## src/rtl/cor_h_x.sv

```systemverilog
// Backward-filtered target dn[i] = sum x[j]*h[j-i] with ETSI saturating ops,
// followed by block normalisation so that |dn| < 8192, all via shared scratch RAM.
module cor_h_x #(
  parameter logic [11:0] H_ADDR   = 12'd0,
  parameter logic [11:0] X_ADDR   = 12'd64,
  parameter logic [11:0] Y32_ADDR = 12'd128,
  parameter logic [11:0] DN_ADDR  = 12'd192,
  parameter int          L_SUBFR  = 40
) (
  input  logic        clk,
  input  logic        reset,
  input  logic        start,
  input  logic [31:0] memIn,
  output logic [11:0] memReadAddr,
  output logic [11:0] memWriteAddr,
  output logic [31:0] memOut,
  output logic        memWriteEn,
  output logic        done
);

  localparam int             CW   = $clog2(L_SUBFR);
  localparam logic [CW-1:0]  LAST = CW'(L_SUBFR - 1);

  localparam logic [3:0] S_IDLE  = 4'd0;
  localparam logic [3:0] S_INIT  = 4'd1;
  localparam logic [3:0] S_RD_X  = 4'd2;
  localparam logic [3:0] S_RD_H  = 4'd3;
  localparam logic [3:0] S_MAC   = 4'd4;
  localparam logic [3:0] S_ST_Y  = 4'd5;
  localparam logic [3:0] S_NORM  = 4'd6;
  localparam logic [3:0] S_SC_RD = 4'd7;
  localparam logic [3:0] S_SC_WR = 4'd8;
  localparam logic [3:0] S_DONE  = 4'd9;

  logic [3:0]    state_q, state_d;
  logic [CW-1:0] i_q, i_d;
  logic [CW-1:0] j_q, j_d;
  logic [31:0]   s_q, s_d;
  logic [31:0]   max_q, max_d;
  logic [15:0]   x_q, x_d;
  logic [4:0]    sh_q, sh_d;

  logic [4:0]    norm_n;
  logic [31:0]   s_abs;
  logic [15:0]   dn_lo;

  // (a*b)<<1, with the single overflowing case -32768*-32768 clamped.
  function automatic logic [31:0] l_mult(input logic [15:0] a, input logic [15:0] b);
    logic signed [31:0] ae;
    logic signed [31:0] be;
    logic signed [31:0] p;
    if (a == 16'h8000 && b == 16'h8000) return 32'h7FFF_FFFF;
    ae = {{16{a[15]}}, a};
    be = {{16{b[15]}}, b};
    p  = ae * be;
    return p <<< 1;
  endfunction

  function automatic logic [31:0] l_add(input logic [31:0] a, input logic [31:0] b);
    logic [32:0] sum;
    sum = {a[31], a} + {b[31], b};
    if (sum[32] != sum[31]) return sum[32] ? 32'h8000_0000 : 32'h7FFF_FFFF;
    return sum[31:0];
  endfunction

  function automatic logic [31:0] l_abs(input logic [31:0] a);
    if (a == 32'h8000_0000) return 32'h7FFF_FFFF;
    return a[31] ? -a : a;
  endfunction

  assign s_abs = l_abs(s_q);
  assign dn_lo = 16'($signed(memIn) >>> sh_q);

  // norm_l of a non-negative value: shifts needed to bring the top one to bit 30.
  always_comb begin
    norm_n = 5'd0;
    for (int k = 0; k < 31; k++) begin
      if (max_q[k]) norm_n = 5'(30 - k);
    end
  end

  // NOTE: every output and next-state signal gets a default first so no latch is inferred.
  always_comb begin
    state_d      = state_q;
    i_d          = i_q;
    j_d          = j_q;
    s_d          = s_q;
    max_d        = max_q;
    x_d          = x_q;
    sh_d         = sh_q;
    memReadAddr  = '0;
    memWriteAddr = '0;
    memOut       = '0;
    memWriteEn   = 1'b0;
    done         = 1'b0;

    case (state_q)
      S_IDLE: if (start) state_d = S_INIT;
      S_INIT: begin
        i_d     = '0;
        j_d     = '0;
        s_d     = '0;
        max_d   = '0;
        state_d = S_RD_X;
      end
      S_RD_X: begin
        memReadAddr = X_ADDR + 12'(j_q);
        state_d     = S_RD_H;
      end
      S_RD_H: begin
        x_d         = memIn[15:0];
        memReadAddr = H_ADDR + 12'(j_q - i_q);
        state_d     = S_MAC;
      end
      S_MAC: begin
        s_d = l_add(s_q, l_mult(x_q, memIn[15:0]));
        // The next x fetch is issued here so each tap costs two cycles.
        if (j_q == LAST) begin
          state_d = S_ST_Y;
        end else begin
          j_d         = j_q + CW'(1);
          memReadAddr = X_ADDR + 12'(j_q + CW'(1));
          state_d     = S_RD_H;
        end
      end
      S_ST_Y: begin
        memWriteEn   = 1'b1;
        memWriteAddr = Y32_ADDR + 12'(i_q);
        memOut       = s_q;
        if (s_abs > max_q) max_d = s_abs;
        if (i_q == LAST) begin
          i_d     = '0;
          state_d = S_NORM;
        end else begin
          i_d     = i_q + CW'(1);
          j_d     = i_q + CW'(1);
          s_d     = '0;
          state_d = S_RD_X;
        end
      end
      S_NORM: begin
        sh_d    = (norm_n > 5'd16) ? 5'd2 : 5'd18 - norm_n;
        state_d = S_SC_RD;
      end
      S_SC_RD: begin
        memReadAddr = Y32_ADDR + 12'(i_q);
        state_d     = S_SC_WR;
      end
      S_SC_WR: begin
        memWriteEn   = 1'b1;
        memWriteAddr = DN_ADDR + 12'(i_q);
        memOut       = {{16{dn_lo[15]}}, dn_lo};
        if (i_q == LAST) begin
          i_d     = '0;
          state_d = S_DONE;
        end else begin
          i_d     = i_q + CW'(1);
          state_d = S_SC_RD;
        end
      end
      S_DONE: begin
        done    = 1'b1;
        state_d = S_IDLE;
      end
      default: state_d = S_IDLE;
    endcase
  end

  // NOTE: sequential state is updated only with non-blocking assignments.
  always_ff @(posedge clk or posedge reset) begin
    if (reset) begin
      state_q <= S_IDLE;
      i_q     <= '0;
      j_q     <= '0;
      s_q     <= '0;
      max_q   <= '0;
      x_q     <= '0;
      sh_q    <= '0;
    end else begin
      state_q <= state_d;
      i_q     <= i_d;
      j_q     <= j_d;
      s_q     <= s_d;
      max_q   <= max_d;
      x_q     <= x_d;
      sh_q    <= sh_d;
    end
  end

endmodule

```

## config.mk

```make
export PLATFORM = sky130hd
export DESIGN_NAME = cor_h_x
export DESIGN_NICKNAME = d
export VERILOG_FILES = /design/src/rtl/cor_h_x.sv
export SDC_FILE = /design/constraint.sdc
export NUM_CORES = 1
export LEC_CHECK = 0
export CORE_AREA = 2 2 205 227
export DETAILED_ROUTE_END_ITERATION = 8
export DIE_AREA = 0 0 207 229
export PLACE_DENSITY = 0.62
export SLEW_MARGIN = 30
export SYNTH_ARGS = -nofsm -noshare
export SYNTH_HDL_FRONTEND = slang
export SYNTH_SLANG_ARGS = --single-unit
```

## constraint.sdc

```tcl
create_clock -name clk -period 11.62 [get_ports clk]
set_clock_uncertainty 0.05 [all_clocks]
set_input_delay 2.324 -clock clk [delete_from_list [all_inputs] [get_ports clk]]
set_output_delay 2.324 -clock clk [all_outputs]
set_load 0.005 [all_outputs]
```

==> impl_metrics.env <==
export IMPL_tightest_slew_ps=1010
export IMPL_outcome="finished clean"
export IMPL_async_reset_ff_frac=1.00
export IMPL_clock_sinks=101
export IMPL_grt_pass1_wl_microns=93400
export IMPL_drt_first_pass_iters=5
export IMPL_setup_viol=0
export IMPL_finalCritPeriodShare=0.945
export IMPL_crit_path_frequent_cell="fa_1"
export IMPL_ios=93
export IMPL_period_needed_ps=10980
export IMPL_cts_hold_buf=0
export IMPL_cts_root_buf="clkbuf_16"
export IMPL_drc=0
export IMPL_cp_data_arrival_time_ps=11180
export IMPL_ys_seq_area_frac=0.125
export IMPL_cpLargestDelayFamily="adder cells"
export IMPL_seqCellArea_sq_um=2530
export IMPL_fmax_mhz=91.1
export IMPL_rows=82
export IMPL_ant_nets=0
export IMPL_wl_microns=55900
export IMPL_num_vias=16600
export IMPL_cp_required_ps=11820
export IMPL_die_w_microns=207
export IMPL_overflow=0
export IMPL_synth_area_sq_um=20100
export IMPL_grt_antenna_before_repair=0
export IMPL_fill_cells=4384
export IMPL_initial_core_util=0.446
export IMPL_synth_ff_type="dfrtp_1"
export IMPL_wire_per_inst_microns=19.0
export IMPL_io_buffers=88
export IMPL_globalplace_congestion=0.926
export IMPL_drive_gt1_frac=0.0598
export IMPL_yosys_warnings=0
export IMPL_grt_usage=0.243
export IMPL_synth_edf_count=0
export IMPL_ys_types=85
export IMPL_slew_headroom=0.328
export IMPL_cts_resized_gates=0
export IMPL_drv_cap=0
export IMPL_start_kind="input pin"
export IMPL_die_area_sq_um=47400
export IMPL_postSynthAreaPerCell_sq_um=8.60
export IMPL_cp_num_buf_inv=6
export IMPL_rsz0062_at_grt="no"
export IMPL_grt_max_degree=72
export IMPL_area_growth_syn_to_layout_pct=8.18
export IMPL_num_antenna_cells=0
export IMPL_layout_nets=2801
export IMPL_insertion_delay_ps=360
export IMPL_path_clk_slew_ps=80
export IMPL_hold_class="flip-flop to flip-flop"
export IMPL_die_y_microns=229
export IMPL_multi_input_area_sq_um=15600
export IMPL_crit_fanout=30
export IMPL_drtIter0Drc=1256
export IMPL_ys_ff_latch=101
export IMPL_dp_hpwl_microns=45100
export IMPL_finalSetupTns_ps=0
export IMPL_crit_type="input pin to flip-flop"
export IMPL_h_tree_depth=3
export IMPL_viasPerCell=5.64
export IMPL_report_final_hold_viol_count=0
export IMPL_cpPeakStageDelay_ps=830
export IMPL_cts_made_buffers=9
export IMPL_slowest_stage="clkdlybuf4s50_1"
export IMPL_clk_path_buf_depth=2
export IMPL_cts_tree="done"
export IMPL_core_area_sq_um=45100
export IMPL_post_cts_buffers=0
export IMPL_syn_inst=2342
export IMPL_maxSlewViolCount=0
export IMPL_end_kind="flip-flop"
export IMPL_grt_pass1_vias=17500
## area by class of cell
| type | instances | share of cell area |
|---|---|---|
| multi-input cells | 1733 | 0.718 |
| flip-flops and latches | 101 | 0.116 |
| inverters | 383 | 0.0661 |
| repair buffers | 124 | 0.0530 |
| well taps | 588 | 0.0338 |
| clock buffers | 10 | 0.0110 |
| clock inverters | 6 | 0.00207 |
## cell usage after synthesis, types with 5 or more instances
master	number	area [sq um]
xor2_1	43	377
mux2_2	27	304
nand2_1	292	1100
o21a_1	10	75.1
nor3_1	27	135
or3_1	9	56.3
xnor2_1	52	455
o22ai_1	5	31.3
and2_1	133	832
nand3_1	26	130
o21bai_1	13	97.6
o21ai_1	6	30.0
o21ai_0	79	395
a211oi_1	17	128
inv_1	382	1430
nor2_1	95	357
buf_1	6	22.5
mux2i_1	37	370
o211ai_1	12	90.1
a21o_1	54	405
a31oi_1	5	31.3
a22oi_1	6	45.0
nand4_1	19	119
mux4_2	28	631
a211o_1	5	43.8
fa_1	258	5160
nor2b_1	17	106
ha_1	156	1950
and3_1	12	75.1
nand2b_1	20	125
mux2_1	8	90.1
o31ai_1	12	90.1
a21oi_1	124	621
a22o_1	6	52.6
buf_2	6	30.0
nor4_1	16	100
buf_4	9	67.6
a221o_1	31	310
dfrtp_1	101	2530
clkbuf_1	100	375
## state kept, by name, summed over array words and instances (netlist names)
name,cells
sh_q,5
i_q,6
s_q,32
state_q,4
max_q,32
j_q,6
x_q,16
## metrics by stage
stage / hold WS, ps / cell area [sq um] / util / std cells / worst slack [ps]
3_5_place_dp: 515 / 21500 / 0.476 / 2929 / 324
6_report: 528 / 21800 / 0.483 / 2945 / 639
2_1_floorplan: 444 / 20200 / - / 2345 / 1320
4_1_cts: 530 / 21800 / 0.483 / 2945 / 682
3_3_place_gp: 482 / 21500 / 0.476 / 2929 / 493
5_1_grt: 575 / 21800 / 0.483 / 2945 / 91.7
## worst paths after layout
check,startpoint,to,slack (ps),cells past startpoint
setup / recovery,memIn[2],s_q[6],640,32
setup reg to reg,x_q[6],s_q[6],2530,29
hold reg to reg,i_q[4],i_q[4],530,2
min in group asynchronous,reset,max_q[28],2270,2
hold / removal,i_q[4],i_q[4],530,2
max in group asynchronous,reset,sh_q[0],8190,3
## layer usage
layer	GRT usage	up-vias	wire, microns
met5	0	-	0
met4	0.0580	0	1180
met3	0.0292	62	2860
met2	0.417	465	27000
met1	0.328	8353	24900
li1	-	7720	-
## kinds of logic (layout without fill, tap and decap cells)
group | after synthesis | after routing | synth area share
simple gates | 689 | 689 | 0.166
buf+inv | 511 | 523 | 0.0997
compound gates | 430 | 430 | 0.144
fa+ha+maj | 414 | 414 | 0.353
mux | 101 | 101 | 0.0700
flops | 101 | 101 | 0.125
xor+xnor | 95 | 95 | 0.0413
other cells | 1 | 4 | 0.000186
## cell usage in the layout (no fill, tap or decap), types with 6 or more instances in the layout
cell / netlist / routed
a22oi_1: 6 / 6
mux2_2: 27 / 27
inv_1: 382 / 381
o21bai_1: 13 / 13
o211ai_1: 12 / 12
ha_1: 156 / 156
xor2_1: 43 / 43
mux4_2: 28 / 28
dfrtp_1: 101 / 100
nand3_1: 26 / 26
or3_1: 9 / 9
and3_1: 12 / 12
fa_1: 258 / 258
clkbuf_16: 0 / 9
mux2i_1: 37 / 37
nand2_1: 292 / 292
nor4_1: 16 / 16
a21oi_1: 124 / 122
a221o_1: 31 / 31
nor2b_1: 17 / 16
a211oi_1: 17 / 17
a22o_1: 6 / 6
and2_1: 133 / 133
a21o_1: 54 / 54
nand2b_1: 20 / 20
mux2_1: 8 / 8
nor2_1: 95 / 93
nand4_1: 19 / 19
nor3_1: 27 / 25
xnor2_1: 52 / 52
buf_4: 9 / 35
o31ai_1: 12 / 12
o21ai_0: 79 / 79
o21a_1: 10 / 10
clkdlybuf4s50_1: 0 / 88
## tightest hold or removal path, cell delays in order (launching register included)
cell     delay [ps]
dfrtp_1         410
nand2_1          60
o21ai_0          70
Power is left out: the tool's default activity adds up to more than one toggle a clock period on the data nets, which glitch-free logic cannot reach.
